`src/rtl/decode_stage.sv`:
```
// decode_stage: registered RV32 decoder between fetch and execute.
// Ports: clk/rst/flush, fetch valid/ready + instr/pc, execute valid/ready + decoded bundle,
//        illegal_count (saturating count of accepted illegal instructions).
module decode_stage #(
   parameter int XLEN      = 32,
   parameter int NUM_REGS  = 32,
   parameter int HAS_M     = 1,
   parameter int ILL_CNT_W = 16
) (
   input  logic                 clk,
   input  logic                 rst,
   input  logic                 flush,
   input  logic                 in_valid,
   output logic                 in_ready,
   input  logic [31:0]          in_instr,
   input  logic [XLEN-1:0]      in_pc,
   output logic                 out_valid,
   input  logic                 out_ready,
   output logic [XLEN-1:0]      out_pc,
   output logic [3:0]           out_kind,
   output logic [3:0]           out_alu_op,
   output logic [2:0]           out_branch_op,
   output logic [4:0]           out_rs1,
   output logic [4:0]           out_rs2,
   output logic [4:0]           out_rd,
   output logic                 out_rs1_used,
   output logic                 out_rs2_used,
   output logic                 out_reg_write,
   output logic                 out_mem_read,
   output logic                 out_mem_write,
   output logic [1:0]           out_mem_width,
   output logic                 out_mem_unsigned,
   output logic [XLEN-1:0]      out_imm,
   output logic                 out_illegal,
   output logic [ILL_CNT_W-1:0] illegal_count
);

   localparam logic [4:0] OPC_OP     = 5'b01100;
   localparam logic [4:0] OPC_OP_IMM = 5'b00100;
   localparam logic [4:0] OPC_LOAD   = 5'b00000;
   localparam logic [4:0] OPC_STORE  = 5'b01000;
   localparam logic [4:0] OPC_BRANCH = 5'b11000;
   localparam logic [4:0] OPC_JAL    = 5'b11011;
   localparam logic [4:0] OPC_JALR   = 5'b11001;
   localparam logic [4:0] OPC_LUI    = 5'b01101;
   localparam logic [4:0] OPC_AUIPC  = 5'b00101;
   localparam logic [4:0] OPC_FENCE  = 5'b00011;

   localparam logic [3:0] K_NOP    = 4'd0;
   localparam logic [3:0] K_OP     = 4'd1;
   localparam logic [3:0] K_OP_IMM = 4'd2;
   localparam logic [3:0] K_LOAD   = 4'd3;
   localparam logic [3:0] K_STORE  = 4'd4;
   localparam logic [3:0] K_BRANCH = 4'd5;
   localparam logic [3:0] K_JAL    = 4'd6;
   localparam logic [3:0] K_JALR   = 4'd7;
   localparam logic [3:0] K_LUI    = 4'd8;
   localparam logic [3:0] K_AUIPC  = 4'd9;
   localparam logic [3:0] K_ILL    = 4'd15;

   localparam logic [3:0] A_ADD  = 4'b0000;
   localparam logic [3:0] A_SUB  = 4'b0001;
   localparam logic [3:0] A_XOR  = 4'b0010;
   localparam logic [3:0] A_OR   = 4'b0011;
   localparam logic [3:0] A_AND  = 4'b0100;
   localparam logic [3:0] A_SLL  = 4'b0101;
   localparam logic [3:0] A_SRL  = 4'b0110;
   localparam logic [3:0] A_SRA  = 4'b1000;
   localparam logic [3:0] A_SLT  = 4'b1001;
   localparam logic [3:0] A_SLTU = 4'b1011;
   localparam logic [3:0] A_MUL  = 4'b1100;
   localparam logic [3:0] A_DIV  = 4'b1101;
   localparam logic [3:0] A_REM  = 4'b1110;

   typedef struct packed {
      logic [XLEN-1:0] pc;
      logic [3:0]      kind;
      logic [3:0]      alu_op;
      logic [2:0]      branch_op;
      logic [4:0]      rs1;
      logic [4:0]      rs2;
      logic [4:0]      rd;
      logic            rs1_used;
      logic            rs2_used;
      logic            reg_write;
      logic            mem_read;
      logic            mem_write;
      logic [1:0]      mem_width;
      logic            mem_unsigned;
      logic [XLEN-1:0] imm;
      logic            illegal;
   } bundle_t;

   function automatic logic [3:0] f3_alu(input logic [2:0] f);
      logic [3:0] r;
      case (f)
         3'b000:  r = A_ADD;
         3'b001:  r = A_SLL;
         3'b010:  r = A_SLT;
         3'b011:  r = A_SLTU;
         3'b100:  r = A_XOR;
         3'b101:  r = A_SRL;
         3'b110:  r = A_OR;
         default: r = A_AND;
      endcase
      return r;
   endfunction

   logic [4:0]  opc;
   logic [2:0]  f3;
   logic [6:0]  f7;
   logic [4:0]  rs1_f, rs2_f, rd_f;
   logic        quad_ok;
   logic [31:0] imm_i, imm_s, imm_b, imm_u, imm_j;

   assign opc     = in_instr[6:2];
   assign f3      = in_instr[14:12];
   assign f7      = in_instr[31:25];
   assign rs1_f   = in_instr[19:15];
   assign rs2_f   = in_instr[24:20];
   assign rd_f    = in_instr[11:7];
   assign quad_ok = in_instr[1:0] == 2'b11;

   assign imm_i = {{20{in_instr[31]}}, in_instr[31:20]};
   assign imm_s = {{20{in_instr[31]}}, in_instr[31:25], in_instr[11:7]};
   assign imm_b = {{20{in_instr[31]}}, in_instr[7], in_instr[30:25],
                   in_instr[11:8], 1'b0};
   assign imm_u = {in_instr[31:12], 12'b0};
   assign imm_j = {{12{in_instr[31]}}, in_instr[19:12], in_instr[20],
                   in_instr[30:21], 1'b0};

   logic is_op, is_opi, is_ld, is_st, is_br;
   logic is_jal, is_jalr, is_lui, is_auipc, is_fence;

   assign is_op    = quad_ok && opc == OPC_OP;
   assign is_opi   = quad_ok && opc == OPC_OP_IMM;
   assign is_ld    = quad_ok && opc == OPC_LOAD;
   assign is_st    = quad_ok && opc == OPC_STORE;
   assign is_br    = quad_ok && opc == OPC_BRANCH;
   assign is_jal   = quad_ok && opc == OPC_JAL;
   assign is_jalr  = quad_ok && opc == OPC_JALR;
   assign is_lui   = quad_ok && opc == OPC_LUI;
   assign is_auipc = quad_ok && opc == OPC_AUIPC;
   assign is_fence = quad_ok && opc == OPC_FENCE;

   logic        legal, use1, use2, used, ill;
   logic [3:0]  kind, alu;
   logic [2:0]  bop;
   logic        mr, mw, mu;
   logic [1:0]  mwid;
   logic [31:0] imm32;

   always_comb begin
      legal = 1'b0;
      use1  = 1'b0;
      use2  = 1'b0;
      used  = 1'b0;
      kind  = K_ILL;
      alu   = A_ADD;
      bop   = 3'b000;
      mr    = 1'b0;
      mw    = 1'b0;
      mu    = 1'b0;
      mwid  = 2'b00;
      imm32 = 32'b0;
      unique case (1'b1)
         is_op: begin
            kind = K_OP;
            use1 = 1'b1;
            use2 = 1'b1;
            used = 1'b1;
            case (f7)
               7'b0000000: begin
                  legal = 1'b1;
                  alu   = f3_alu(f3);
               end
               7'b0100000: begin
                  legal = f3 == 3'b000 || f3 == 3'b101;
                  alu   = f3[2] ? A_SRA : A_SUB;
               end
               7'b0000001: begin
                  legal = HAS_M != 0 &&
                          (f3 == 3'b000 || f3 == 3'b100 || f3 == 3'b110);
                  alu   = f3 == 3'b000 ? A_MUL :
                          f3 == 3'b100 ? A_DIV : A_REM;
               end
               default: legal = 1'b0;
            endcase
         end
         is_opi: begin
            kind  = K_OP_IMM;
            use1  = 1'b1;
            used  = 1'b1;
            imm32 = imm_i;
            legal = 1'b1;
            alu   = f3_alu(f3);
            // shift-immediates keep funct7 in the upper immediate bits
            if (f3 == 3'b001 && f7 != 7'b0000000) legal = 1'b0;
            if (f3 == 3'b101) begin
               if (f7 == 7'b0100000) alu = A_SRA;
               else if (f7 != 7'b0000000) legal = 1'b0;
            end
         end
         is_ld: begin
            kind  = K_LOAD;
            use1  = 1'b1;
            used  = 1'b1;
            mr    = 1'b1;
            mwid  = f3[1:0];
            mu    = f3[2];
            imm32 = imm_i;
            legal = f3[1:0] != 2'b11 && !(f3[2] && f3[1]);
         end
         is_st: begin
            kind  = K_STORE;
            use1  = 1'b1;
            use2  = 1'b1;
            mw    = 1'b1;
            mwid  = f3[1:0];
            imm32 = imm_s;
            legal = !f3[2] && f3[1:0] != 2'b11;
         end
         is_br: begin
            kind  = K_BRANCH;
            use1  = 1'b1;
            use2  = 1'b1;
            bop   = f3;
            imm32 = imm_b;
            legal = f3[2:1] != 2'b01;
         end
         is_jal: begin
            kind  = K_JAL;
            used  = 1'b1;
            imm32 = imm_j;
            legal = 1'b1;
         end
         is_jalr: begin
            kind  = K_JALR;
            use1  = 1'b1;
            used  = 1'b1;
            imm32 = imm_i;
            legal = f3 == 3'b000;
         end
         is_lui: begin
            kind  = K_LUI;
            used  = 1'b1;
            imm32 = imm_u;
            legal = 1'b1;
         end
         is_auipc: begin
            kind  = K_AUIPC;
            used  = 1'b1;
            imm32 = imm_u;
            legal = 1'b1;
         end
         is_fence: begin
            kind  = K_NOP;
            legal = 1'b1;
         end
         default: legal = 1'b0;
      endcase
   end

   // RV32E: only indices actually read or written must fit in x0..x15
   assign ill = !legal || (NUM_REGS == 16 &&
                ((use1 && rs1_f[4]) || (use2 && rs2_f[4]) ||
                 (used && rd_f[4])));

   bundle_t nxt, q;

   always_comb begin
      nxt     = '0;
      nxt.pc  = in_pc;
      nxt.rs1 = rs1_f;
      nxt.rs2 = rs2_f;
      nxt.rd  = rd_f;
      if (ill) begin
         nxt.kind    = K_ILL;
         nxt.illegal = 1'b1;
      end else begin
         nxt.kind         = kind;
         nxt.alu_op       = alu;
         nxt.branch_op    = bop;
         nxt.rs1          = use1 ? rs1_f : 5'd0;
         nxt.rs2          = use2 ? rs2_f : 5'd0;
         nxt.rd           = used ? rd_f : 5'd0;
         nxt.rs1_used     = use1;
         nxt.rs2_used     = use2;
         nxt.reg_write    = used && rd_f != 5'd0;
         nxt.mem_read     = mr;
         nxt.mem_write    = mw;
         nxt.mem_width    = mwid;
         nxt.mem_unsigned = mu;
         nxt.imm          = XLEN'($signed(imm32));
      end
   end

   logic                 valid_q;
   logic [ILL_CNT_W-1:0] cnt_q;
   logic                 accept;

   assign in_ready = !valid_q || out_ready;
   assign accept   = in_valid && in_ready && !flush;

   always_ff @(posedge clk) begin
      if (rst) begin
         q       <= '0;
         valid_q <= 1'b0;
         cnt_q   <= '0;
      end else if (flush) begin
         valid_q <= 1'b0;
      end else if (accept) begin
         q       <= nxt;
         valid_q <= 1'b1;
         if (nxt.illegal && cnt_q != '1) cnt_q <= cnt_q + 1'b1;
      end else if (out_ready) begin
         valid_q <= 1'b0;
      end
   end

   assign out_valid        = valid_q;
   assign out_pc           = q.pc;
   assign out_kind         = q.kind;
   assign out_alu_op       = q.alu_op;
   assign out_branch_op    = q.branch_op;
   assign out_rs1          = q.rs1;
   assign out_rs2          = q.rs2;
   assign out_rd           = q.rd;
   assign out_rs1_used     = q.rs1_used;
   assign out_rs2_used     = q.rs2_used;
   assign out_reg_write    = q.reg_write;
   assign out_mem_read     = q.mem_read;
   assign out_mem_write    = q.mem_write;
   assign out_mem_width    = q.mem_width;
   assign out_mem_unsigned = q.mem_unsigned;
   assign out_imm          = q.imm;
   assign out_illegal      = q.illegal;
   assign illegal_count    = cnt_q;

endmodule

```
`config.mk`:
```
export PLATFORM = sky130hd
export DESIGN_NAME = decode_stage
export DESIGN_NICKNAME = d
export VERILOG_FILES = /design/src/rtl/decode_stage.sv
export SDC_FILE = /design/constraint.sdc
export NUM_CORES = 1
export LEC_CHECK = 0
export ABC_CLOCK_PERIOD_IN_PS = 3400
export CORE_MARGIN = 3
export CORE_UTILIZATION = 45
export CTS_CLUSTER_SIZE = 10
export DETAILED_ROUTE_END_ITERATION = 10
export MAX_ROUTING_LAYER = met4
export PLACE_DENSITY = 0.88
export RECOVER_POWER = 50
export SETUP_SLACK_MARGIN = 0.4
export SLEW_MARGIN = 0
export SYNTH_ARGS = -nofsm -noshare
export SYNTH_HDL_FRONTEND = slang
export SYNTH_SLANG_ARGS = --single-unit
```
`constraint.sdc`:
```
create_clock -name clk -period 3.4 [get_ports clk]
set_input_delay 1.02 -clock clk [delete_from_list [all_inputs] [get_ports clk]]
set_output_delay 1.02 -clock clk [all_outputs]
set_load 0.02 [all_outputs]
```
==> results.py <==
metrics = {
    "die": {
        "core_area_sq_um": 10980,
        "floorplan.die_area_sq_um": 12680,
        "die-width_um": 112.6,
        "std_cell_rows": 38,
        "initial_utilization_pct": 46.57,
        "floorplan.io_pins": 186,
        "die-height_um": 112.6,
    },
    "power_and_ir_drop": {
        "static_leakage_nw": 3.310,
        "power_density_nw_per_um2": 449.7,
        "vdd.ir_drop.worst_mv": 0.2769,
    },
    "routing": {
        "wl_um": 18530,
        "dr_total_vias": 5701,
        "post-route-drc-count": 0,
        "antenna_violating_nets_post_route": 0,
        "drtIter0Drc": 487,
        "detail_route.vias_per_cell": 5.794,
        "drt-wirelength-per-cell_um": 18.83,
        "drt_pass1_iterations": 6,
    },
    "cells_and_area": {
        "final_net_count": 902,
        "area.growth.synth_to_final_pct": 60.54,
        "final_core_utilization_pct": 74.77,
        "final-seq-area_sq_um": 2322,
        "final.fill_count": 780,
        "most-common-layout-cells": "nand2_1 (117), dfxtp_1 (116), clkdlybuf4s50_1 (95)",
        "commonest_non_fill_non_tap_cell_in_the_layout": "nand2_1",
        "drive_above_1_share_pct": 13.74,
        "design_area_sq_um": 8212,
        "num_antenna_cells": 0,
        "multi_input_comb_area_sq_um": 2691,
    },
    "global_route": {
        "vias_in_the_first_global_route": 5408,
        "grt_first_pass_wirelength_um": 27340,
        "remaining_global_route_overflow": 0,
        "grt_start_max_net_pins": 56,
        "grt_antenna_before_repair": 0,
        "track_usage_pct": 27.27,
    },
    "placed_design": {
        "port_buffers": 185,
        "placed_cell_area_sq_um": 7366,
        "hpwl_um": 12440,
        "gp_congestion": 1.008,
    },
    "critical_path": {
        "timing_worst_setup_path_type": "in2reg",
        "timing.critical_path.arrival_ns": 3.34,
        "cp_max_fo": 6,
        "setup.worst_path.end_class": "register",
        "critPathLaunchType": "input port",
        "timing.critical_path.required_ns": 3.72,
    },
    "outcome": {
        "run_status": "completed",
    },
    "timing": {
        "finalClockSkew_ns": 0.004586,
        "max_slew.worst_pin.slew_ns": 1.253,
        "setup-violations-final": 0,
        "period_needed_ns": 3.014,
        "timing.final.hold_violations": 0,
        "final_max_slew_viol_count": 0,
        "relSlewSlack_pct": 16.46,
        "rsz_0062_raised_after_global_routing": "true",
        "min_period_over_period_pct": 88.65,
        "fmax_mhz": 331.8,
    },
    "synth": {
        "synth_top_area_share_pct": 45.40,
        "postSynth.topFlopCell": "dfxtp_1",
        "synth_cell_type_count": 57,
        "postSynth.asyncResetShare_pct": 0,
        "synthesis.instances": 620,
        "synth-edff-count": 0,
        "synthDominantAreaCellType": "dfxtp_1",
        "synth_warnings": 0,
        "yosysSeqAreaShare_pct": 45.40,
        "post_synth_instance_area_sq_um": 5115,
        "ys_seq_elements": 116,
        "synth.area.top_cells": "dfxtp_1 (45%), nand2_1 (8.7%), a21oi_1 (6.4%), o21ai_0 (4.1%), nor2_1 (3.4%)",
        "mappedNetlistNets": 690,
        "synth_area_per_cell_sq_um": 8.250,
    },
    "cts": {
        "max-clock-path-buffers": 2,
        "cts-hold-fix-buffers": 0,
        "clock_latency_ns": 0.40,
        "tritoncts.num_buffers": 17,
        "cts_post_setup_buffers_inserted": 0,
        "cts_root_buffer_type": "clkbuf_16",
        "htreeDepth": 4,
        "cts.sinks": 116,
        "cts_tree": "yes",
        "worst_setup_hold_path_clk_slew_ns": 0.05,
    },
    "job": {
        "drv_cap": 0,
    },
    "min_path": {
        "worstHoldPathType": "reg2reg",
    },
}
[synthesized netlist by cell type (all sizes together), types with 3 or more instances]
cell / instances
a32o: 5
nor3: 9
a32oi: 5
mux2i: 3
buf: 14
nor4: 10
nor2b: 19
inv: 4
mux2: 13
o41ai: 3
or4: 3
clkbuf: 34
or3: 3
a31oi: 5
o21ai: 45
dfxtp: 116
a211oi: 3
nor2: 46
and2: 3
nand2: 119
nor4b: 4
nand4: 8
o211ai: 3
nand2b: 7
nand3: 12
a21oi: 65
a22o: 16
a22oi: 13
[cells by family (layout without fill, tap and decap cells)]
| group | Yosys count | after routing | share of synthesized area [%] |
|---|---|---|---|
| simple gates | 253 | 254 | 23.48 |
| compound gates | 181 | 181 | 22.43 |
| flops | 116 | 116 | 45.40 |
| buf+inv | 52 | 275 | 4.452 |
| mux | 16 | 16 | 3.816 |
| fa+ha+maj | 1 | 1 | 0.2446 |
| xor+xnor | 1 | 1 | 0.1713 |
[layer usage]
layer	wire, um	track usage, %	up-vias
li1	-	-	2631
met5	0	-	-
met2	9080	44.83	347
met1	7309	32.07	2667
met4	467	9.135	0
met3	1675	7.817	56
[timing repair]
item,CTS,global route
resized for setup,3,38
setup endpoints to repair,3,74
pin swaps,0,7
gates cloned,0,6
[path summary, 6_finish.rpt]
| path | end | slack [ns] | start | depth (start not counted) |
|---|---|---|---|---|
| min | out_imm[12] | 0.45 | out_imm[12] | 2 |
| min reg2reg | out_imm[12] | 0.45 | out_imm[12] | 2 |
| max | out_imm[0] | 0.39 | in_instr[26] | 10 |
| max reg2reg | illegal_count[6] | 1.02 | illegal_count[0] | 7 |
[where the power goes]
group	switching [mW]	internal [mW]
logic	0.232	0.192
clock network	0.601	1.25
registers	0.0184	1.39
total	0.852	2.84
[flip-flops by register name, summed over array words and instances, names as in the netlist, 2 cells and up]
| signal | cells |
|---|---|
| out_branch_op | 3 |
| out_mem_width | 2 |
| out_pc | 32 |
| illegal_count | 16 |
| out_rd | 5 |
| out_rs2 | 5 |
| out_rs1 | 5 |
| out_imm | 32 |
| out_kind | 4 |
| out_alu_op | 4 |
[critical path: stages]
cell and delay (ns):
clkdlybuf4s50_1 0.42, or4_4 0.56, buf_6 0.15, nor2_4 0.11, nand3_2 0.11, o21ai_4 0.30
buf_12 0.17, o21ai_4 0.11, buf_6 0.19, o21ai_0 0.19
[area by class of cell]
| cell class | instances | share of cell area [%] |
|---|---|---|
| repair buffers | 240 | 29.13 |
| clock inverters | 10 | 1.889 |
| well taps | 140 | 2.133 |
| inverters | 4 | 0.1828 |
| clock buffers | 21 | 5.607 |
| multi-input cells | 453 | 32.77 |
| flip-flops and latches | 116 | 28.28 |
[stage by stage]
step / setup slack, ns / total power, mW / cells / hold slack (ns) / setup TNS (ns)
final: 0.3859 / 3.693 / 984 / 0.4475 / 0
after detailed placement: -0.01660 / 1.855 / 947 / 0.4475 / -0.02479
after global routing: 0.2550 / 3.806 / 984 / 0.4725 / 0
after global placement: 0.03015 / 1.844 / 947 / 0.4340 / 0
after floorplan: 0.5297 / 1.627 / 620 / 0.5243 / 0
after CTS: 0.4006 / 3.706 / 978 / 0.4550 / 0
Note: power is estimated with default switching activity, not from simulation.
